[src/rtl/fifo_defs.vh]
// Shared FIFO macros: depth derivation, default thresholds, parameter checks.
`ifndef FIFO_DEFS_VH
`define FIFO_DEFS_VH

`define FIFO_DEPTH(aw) (1 << (aw))
`define FIFO_AE_DEFAULT 4
`define FIFO_AF_MARGIN 4

`define FIFO_CHECK_PARAMS(aw, depth, ae, af) \
  if ((aw) < 2 || (ae) > (depth) || (af) > (depth)) begin : g_param_err \
    $error("fifo: illegal ADDR_WIDTH / threshold parameters"); \
  end

`endif

[src/rtl/fifo_fwft_pkg.sv]
// Shared types for the fifo_fwft slice: the per-cycle operation decode
// that drives pointers, fill and the RAM ports.
package fifo_fwft_pkg;

  typedef struct packed {
    logic wr;    // write accepted into the RAM
    logic rd;    // head word consumed by the reader
    logic ovw;   // oldest word discarded to make room for a write
    logic load;  // RAM read issued into the output register
    logic adv;   // read pointer advances
  } fifo_op_t;

endpackage

[src/rtl/fifo_ram.sv]
// Simple dual-port RAM with a registered, read-enabled output; maps to EBR.
// A read and write to the same address in one cycle returns the old word.
module fifo_ram #(
  parameter int ADDR_WIDTH = 8,
  parameter int DATA_WIDTH = 8
) (
  input  logic                  i_clk,
  input  logic                  i_rst,
  input  logic                  i_we,
  input  logic [ADDR_WIDTH-1:0] i_waddr,
  input  logic [DATA_WIDTH-1:0] i_wdata,
  input  logic                  i_re,
  input  logic [ADDR_WIDTH-1:0] i_raddr,
  output logic [DATA_WIDTH-1:0] o_rdata
);

  logic [DATA_WIDTH-1:0] mem [0:(1 << ADDR_WIDTH)-1];

  always_ff @(posedge i_clk) begin
    if (i_we) mem[i_waddr] <= i_wdata;
  end

  always_ff @(posedge i_clk) begin
    if (i_rst) o_rdata <= '0;
    else if (i_re) o_rdata <= mem[i_raddr];
  end

endmodule

[src/rtl/fifo_fwft.sv]
// Single-clock FIFO with FWFT or standard read, registered fill, almost
// thresholds, sticky overflow/underflow and optional overwrite-oldest.
`include "fifo_defs.vh"

module fifo_fwft
  import fifo_fwft_pkg::*;
#(
  parameter int ADDR_WIDTH    = 8,
  parameter int DATA_WIDTH    = 8,
  parameter int OVERWRITE_OLD = 0,
  parameter int FWFT          = 1,
  parameter int AF_LEVEL      = `FIFO_DEPTH(ADDR_WIDTH) - `FIFO_AF_MARGIN,
  parameter int AE_LEVEL      = `FIFO_AE_DEFAULT
) (
  input  logic                  i_clk,
  input  logic                  i_rst,
  input  logic                  i_en,
  input  logic                  i_wr,
  input  logic [DATA_WIDTH-1:0] i_data,
  input  logic                  i_rd,
  input  logic                  i_clr_err,
  output logic [DATA_WIDTH-1:0] o_data,
  output logic                  o_valid,
  output logic                  o_empty,
  output logic                  o_full,
  output logic                  o_almost_empty,
  output logic                  o_almost_full,
  output logic [ADDR_WIDTH:0]   o_fill,
  output logic                  o_overflow,
  output logic                  o_underflow
);

  localparam int DEPTH = `FIFO_DEPTH(ADDR_WIDTH);
  localparam int PW    = ADDR_WIDTH + 1;

  `FIFO_CHECK_PARAMS(ADDR_WIDTH, DEPTH, AE_LEVEL, AF_LEVEL)

  logic [PW-1:0]         wptr, rptr, fill;
  logic                  valid, ovf, unf, ram_ne;
  logic [DATA_WIDTH-1:0] ram_q;
  fifo_op_t              op;

  // Fill counts the output register too, so all flags decode from it alone.
  assign ram_ne         = (wptr != rptr);
  assign o_empty        = (fill == '0);
  assign o_full         = (fill == PW'(DEPTH));
  assign o_almost_empty = (fill <= PW'(AE_LEVEL));
  assign o_almost_full  = (fill >= PW'(AF_LEVEL));
  assign o_fill         = fill;
  assign o_valid        = valid;
  assign o_data         = ram_q;
  assign o_overflow     = ovf;
  assign o_underflow    = unf;

  always_comb begin
    op = '0;
    if (FWFT != 0) op.rd = i_rd && valid;
    else           op.rd = i_rd && !o_empty;
    op.wr  = i_wr && (!o_full || op.rd || (OVERWRITE_OLD != 0));
    op.ovw = i_wr && o_full && !op.rd && (OVERWRITE_OLD != 0);
    // FWFT prefetches whenever the head slot frees up; standard mode reads on demand.
    if (FWFT != 0) begin
      op.load = ram_ne && (!valid || op.rd || op.ovw);
      op.adv  = op.load;
    end else begin
      op.load = op.rd;
      op.adv  = op.rd || op.ovw;
    end
  end

  always_ff @(posedge i_clk) begin
    if (i_rst) begin
      wptr  <= '0;
      rptr  <= '0;
      fill  <= '0;
      valid <= 1'b0;
      ovf   <= 1'b0;
      unf   <= 1'b0;
    end else if (i_en) begin
      if (op.wr)  wptr <= wptr + PW'(1);
      if (op.adv) rptr <= rptr + PW'(1);
      if (op.wr && !op.rd && !op.ovw) fill <= fill + PW'(1);
      else if (op.rd && !op.wr)       fill <= fill - PW'(1);
      if (FWFT != 0) valid <= op.load || (valid && !op.rd);
      else           valid <= op.rd;
      ovf <= (ovf && !i_clr_err) || (i_wr && o_full && !op.rd);
      unf <= (unf && !i_clr_err) || (i_rd && !op.rd);
    end
  end

  fifo_ram #(
    .ADDR_WIDTH(ADDR_WIDTH),
    .DATA_WIDTH(DATA_WIDTH)
  ) u_ram (
    .i_clk  (i_clk),
    .i_rst  (i_rst),
    .i_we   (i_en && !i_rst && op.wr),
    .i_waddr(wptr[ADDR_WIDTH-1:0]),
    .i_wdata(i_data),
    .i_re   (i_en && !i_rst && op.load),
    .i_raddr(rptr[ADDR_WIDTH-1:0]),
    .o_rdata(ram_q)
  );

endmodule

[config.mk]
export PLATFORM = sky130hd
export DESIGN_NAME = fifo_fwft
export DESIGN_NICKNAME = d
export VERILOG_FILES = /design/src/rtl/fifo_fwft_pkg.sv /design/src/rtl/fifo_ram.sv /design/src/rtl/fifo_fwft.sv
export VERILOG_INCLUDE_DIRS = /design/src /design/src/rtl
export SDC_FILE = /design/constraint.sdc
export NUM_CORES = 2
export LEC_CHECK = 0
export BUFFER_PORTS_ARGS = -buffer_cell sky130_fd_sc_hd__buf_2
export CORE_UTILIZATION = 45
export CTS_BUF_LIST = sky130_fd_sc_hd__clkbuf_8
export CTS_CLUSTER_SIZE = 40
export DETAILED_ROUTE_END_ITERATION = 10
export GPL_ROUTABILITY_DRIVEN = 0
export GPL_TIMING_DRIVEN = 0
export PLACE_DENSITY_LB_ADDON = 0.25
export RECOVER_POWER = 25
export SLEW_MARGIN = 20
export SYNTH_ARGS = -nofsm -noshare
export SYNTH_HDL_FRONTEND = slang
export SYNTH_SLANG_ARGS = --single-unit
[constraint.sdc]
create_clock -name i_clk -period 3.2 [get_ports i_clk]
set_clock_uncertainty 0.05 [all_clocks]
set_input_delay 0.16 -clock i_clk [delete_from_list [all_inputs] [get_ports i_clk]]
set_output_delay 0.16 -clock i_clk [all_outputs]
set_load 0.005 [all_outputs]
# Word level (Yosys, flattened, before mapping)
# Memories as Yosys holds them, arrays and structs flattened. A register that Yosys moved wholly into a read port is not among the register bits.
# Index checks and enable logic that the tools add are counted.
totals:
  ff_bits: 30
  latch_bits: 0
  mem_bits_rw: 2048
  rom_bits: 0
  inputBits: 14
  out_inout_bits: 24
  mem_count: 1
memory_table:
  columns: ["memory", "depth", "width", "rd", "rd_clocked_by_memory_dff", "wr", "line", "rtl"]
  rows:
  - ["u_ram.mem", 256, 8, 1, 1, 1, "fifo_ram.sv:17", "logic [DATA_WIDTH-1:0] mem [0:(1 << ADDR_WIDTH)-1];"]
op_classes:
  addsub: 4
  multipliers: 0
  div: 0
  magnitude_cmp: 2
  eq_ne: 2
  n_shift: 0
  muxes: 4
  n_bitwise: 0
  n_reduce_logical: 30
op_table:
  columns: ["operator", "n"]
  rows:
  - ["adder 9 x 1 -> 9 bit (second input constant)", 3]
  - ["two-way mux 9 bit", 2]
  - ["logical AND 1 bit", 14]
  - ["equality test 9 bit (second input constant)", 1]
  - ["greater-or-equal comparator 9 x 8 -> 1 bit (second input constant)", 1]
  - ["<= comparator 9 x 3 -> 1 bit (second input constant)", 1]
  - ["zero test 9 bit", 1]
  - ["inequality test 9 bit", 1]
  - ["subtractor 9 x 1 -> 9 bit (second input constant)", 1]
  - ["zero test 1 bit", 6]
  - ["AND reduction 2 bit", 3]
  - ["logical OR 1 bit", 5]
  - ["two-way mux 1 bit", 2]
  - ["nonzero test 2 bit", 1]

# Longest topological paths before layout
logic_depth:
  ltp_word: 8
  depth_mapped: 15

# By module
# Synthesis repeated with hierarchy kept, for this count alone.
hier_totals:
  cells_unflattened: 4159
  hier_area_um2: 82354.0
modules_own_cells:
  columns: ["module", "n_inst", "cells_each", "area_per_inst_um2"]
  rows:
  - ["fifo_ram", 1, 3938, 80524.7]
  - ["fifo_fwft", 1, 221, 1829.3]

# Least setup slack after synthesis
# No wires, ideal clock.
synth_timing:
  path_type: "register -> register"
  start: "register fill[3] (netlist: o_fill[3])"
  end: "register fill[8] (netlist: o_fill[8])"
  t_arrival_ns: 2.864
  t_required_ns: 3.079
  setup_slack_ns: 0.216
  stages_incl_launch_ff: 16
  path_buffers: 0
  synth_period_minus_slack_ns: 2.984
  cell_sequence: "dfxtp_1 > nor3_1 > and3_1 > and3_1 > nor2b_1 > ha_1 > inv_1 > ha_1 > nor2b_1 > o21ai_0 > a21oi_1 > o21ai_0 > a21oi_1 > xnor2_1 > or3_1 > a21oi_1"
synth_between:
  elab_chain_cells: 8
  word_cells_on_any_way: 13
  classes_between: "add/sub (2); eq/ne (1); mux (2); reduce/logical (8)"
synth_lines:
  columns: ["item", "line", "rtl"]
  rows:
  - ["start, declared", "fifo_fwft.sv:38", "logic [PW-1:0] wptr, rptr, fill;"]
  - ["start signal, assigned", "fifo_fwft.sv:82", "if (op.wr && !op.rd && !op.ovw) fill <= fill + PW'(1);"]
  - ["start signal, assigned", "fifo_fwft.sv:83", "else if (op.rd && !op.wr) fill <= fill - PW'(1);"]
  - ["parallel branches: the longest is 8 deep, another holds subtractor 9 x 1 -> 9 bit", null, null]
# Parallel ways; which one is timed is not known. The select of a mux whose other input is x is not followed.
# A chain may end at the register's enable or synchronous reset.

# Worst setup path after layout
layout_timing:
  start: "register rptr[0]"
  end: "register u_ram.o_rdata[7], read port of u_ram.mem"
layout_between:
  elab_chain_cells: 3
layout_lines:
  columns: ["item", "line", "rtl"]
  rows:
  - ["start, declared", "fifo_fwft.sv:38", null]
  - ["start signal, assigned", "fifo_fwft.sv:81", "if (op.adv) rptr <= rptr + PW'(1);"]
  - ["inequality test 9 bit", "fifo_fwft.sv:44", "assign ram_ne = (wptr != rptr);"]
  - ["logical AND 1 bit", "fifo_fwft.sv:63", "op.load = ram_ne && (!valid || op.rd || op.ovw);"]
  - ["logical AND 1 bit", "fifo_fwft.sv:100", ".i_re (i_en && !i_rst && op.load),"]
  - ["end, declared", "fifo_ram.sv:14", "output logic [DATA_WIDTH-1:0] o_rdata"]
# Parallel ways exist; a longest one is shown, timed or not.

==> flow_summary.ini <==
[timing]
finalCritPeriodShare_pct = 109
post-route-min-period_ps = 3480
holdWs_ps = 114
timing.final.ws_setup_ps = -276
hold_viol = 0
slew_headroom_pct = -99.9
tightest_slew_ps = 3000
drv_slew = 473
fmaxAchievable_mhz = 288
setup_viol = 315
grt_setup_unrepaired = yes

[synthesis]
synthArstFlopShare_pct = 0
seq_area_frac_synth_pct = 75.9
avgSynthCellArea_um2 = 20.7
ys_seq_elements = 2086
synth_top_area_cell = edfxtp_1
syn_inst = 3964
yosysWarnings = 0
synth_nets = 3993
yosysTopAreaCellShare_pct = 75.0
ys.flop_type = edfxtp_1
synth.cell_area_um2 = 82000
synthDistinctLibCells = 73
synth_area_leaders = edfxtp_1 75%, mux4_2 10%, mux4_1 2.4%
synth-edff-count = 2048

[grt]
grt_max_degree = 133
antenna_found_initial = 18
overflow = 0
grt_pass1_vias = 45400
grt_pass1_wl_um = 401000
grt_util_all_layers_pct = 32.8

[outcome]
status = finished, violations left
violations = capacitance limit, slew limit, setup timing

[power_and_ir_drop]
irDropWorstVdd_uv = 294
internal-power_w = 0.0445
power_frac_seq_pct = 49.7
pwr-share-comb_pct = 15.2
p_total_w = 0.0607
clock_power_share_pct = 35.1
p_leak_nw = 30.8
power_density_nw_per_um2 = 611
switching_share_pct = 26.7
power.net_switching_w = 0.0162

[route]
wl_met2_um = 132000
num_vias = 48500
ant_nets = 0
wirelength_um = 306000
dr.pass1.iters = 8
via_per_inst = 6.69
drc_errors = 0
wl_met1_um = 107000
met3RoutedLength_um = 47100
highest_layer = met5
drt_iter0_markers = 9143
wl_per_cell_um = 42.2

[setup_path]
crit_path_start_kind = flip-flop
reg2reg_depth = 10
path_class = reg2reg
crit_arrival_ps = 4350
worstPathCellList = buf_6 -> buf_16 -> buf_16 -> buf_16 -> mux4_2 -> a222oi_1 -> o221ai_1 -> o21bai_2 -> o221a_1 -> nor3_1
slowest_delay_ps = 740
crit_path_frequent_cell = buf_16
critPathSlowestCell = a222oi_1
cp_max_fo = 8
required_ps = 4070
critPathCaptureType = flip-flop

[clock_tree]
cts_tree = built
clk_pin_slew_worst_paths_ps = 60
cts_num_sinks = 2086
ctsHtreeMaxLevel = 5
clockRootBuffer = clkbuf_8
clock_path_buffers = 4
insertion_delay_ps = 1070
numCtsBuffers = 347

[cells_and_area]
fin_cells = 7250
areaGrowthSynthToFinish_pct = 21.0
multi_input_area_um2 = 20700
drive_gt1_share_pct = 36.0
fillers = 13600
final_net_count = 4660
regArea_um2 = 62300

[die]
io_pins = 38
rows = 156
dieArea_um2 = 184000
start_util_pct = 45.3
fp.coreArea_um2 = 181000
die_h_um = 429
die_w_um = 429

[place]
dp_hpwl_um = 188000
io_buffers = 37
dp_slack_ps = -1980
dp.cells = 6400

[hold_path]
hp-class = in2reg
hold_path_depth = 4

[flow_run]
maxCapViolCount = 8
per-layer routing:
metal | vias to the layer above | track usage [%]
li1 | 18000 | -
met3 | 849 | 11.8
met1 | 25200 | 43.6
met4 | 2 | 18.6
met5 | - | 0
met2 | 4439 | 46.9
kinds of logic after synthesis:
kind of cell,share of synthesized area [%]
buf+inv,2.25
compound gates,3.71
xor+xnor,0.299
simple gates,2.83
mux,14.8
flops,75.9
fa+ha+maj,0.238
stage by stage:
| step | area, um^2 | utilization [%] | setup TNS (ps) |
|---|---|---|---|
| final | 99300 | 54.9 | -26630 |
| after global routing | 99200 | 54.8 | -43770 |
| after CTS | 97200 | 53.7 | -4500 |
| after detailed placement | 86100 | 47.6 | -1676220 |
| after global placement | 85200 | 47.1 | -4343010 |
| after floorplan | 82000 | - | 0 |
cell usage in the layout (no fill, tap or decap), types with 42 or more instances in the layout:
cell and n:
a21oi_1 68, a22oi_1 55, buf_12 115, buf_16 64, buf_2 42, buf_4 162, clkbuf_8 379, clkinv_1 96
edfxtp_1 2048, inv_1 116, mux2i_1 154, mux4_1 70, mux4_2 379, nand2_1 69, nor2_1 50, nor2_2 85
nor2_4 172
cell type report:
cell class / instances / share of cell area (%)
sequential: 2086 / 62.7
multi-input combinational: 1625 / 20.8
clock buffer: 355 / 4.92
timing repair buffer: 320 / 3.92
buffer: 240 / 3.48
tap: 2370 / 2.99
clock inverter: 235 / 1.02
inverter: 11 / 0.0504
antenna: 8 / 0.0202
synthesized netlist by cell type, types with 30 or more instances:
library cell and count:
nand2_1 90, buf_6 33, a211oi_1 30, clkbuf_1 80, mux4_1 75, o22ai_1 33
edfxtp_1 2048, buf_2 57, nor2_1 307, dfxtp_1 38, a221oi_1 50, mux2i_1 167
o21ai_0 36, a21oi_1 80, mux4_2 374, a22oi_1 77
path summary, 6_finish.rpt:
kind / from / endpoint / slack (ps)
min: i_rst / u_ram.o_rdata[0] / 110
max reg2reg: rptr[0] / u_ram.o_rdata[7] / -280
max: rptr[0] / u_ram.o_rdata[7] / -280
min reg2reg: o_fill[6] / o_fill[6] / 450
repair_timing:
| action | in CTS | in global routing |
|---|---|---|
| buffers inserted | 113 | 112 |
| hold buffers | 26 | 0 |
| setup endpoints to repair | 1977 | 1483 |
| pin swaps | 51 | 71 |
| gates resized for setup | 942 | 191 |
| gates cloned | 1 | 2 |
| hold endpoints to repair | 1484 | 0 |
state kept, by name, summed over array words and instances (netlist names):
| name | cells |
|---|---|
| u_ram.mem | 2048 |
| rptr | 9 |
| o_valid | 1 |
| o_underflow | 1 |
| o_overflow | 1 |
| wptr | 9 |
| u_ram.o_rdata | 8 |
| o_fill | 9 |
power by group through the flow:
stage	Combinational [W]	Clock (W)	Sequential (W)
floorplan	0.00365	0	0.0307
global placement	0.00684	0	0.0308
detailed placement	0.00697	0	0.0307
CTS	0.00830	0.0212	0.0301
global route	0.00923	0.0223	0.0301
finish	0.00925	0.0213	0.0301
worst max-delay path: cells and delay by family (launching register included):
family / cells / cell delay [ps]
and+or+nand+nor: 1 / 40
muxes: 1 / 590
buffers and inverters: 4 / 710
AOI/OAI and AO/OA: 4 / 1520
DFF: 1 / 340
No activity file was read; power rests on OpenSTA's default activity.
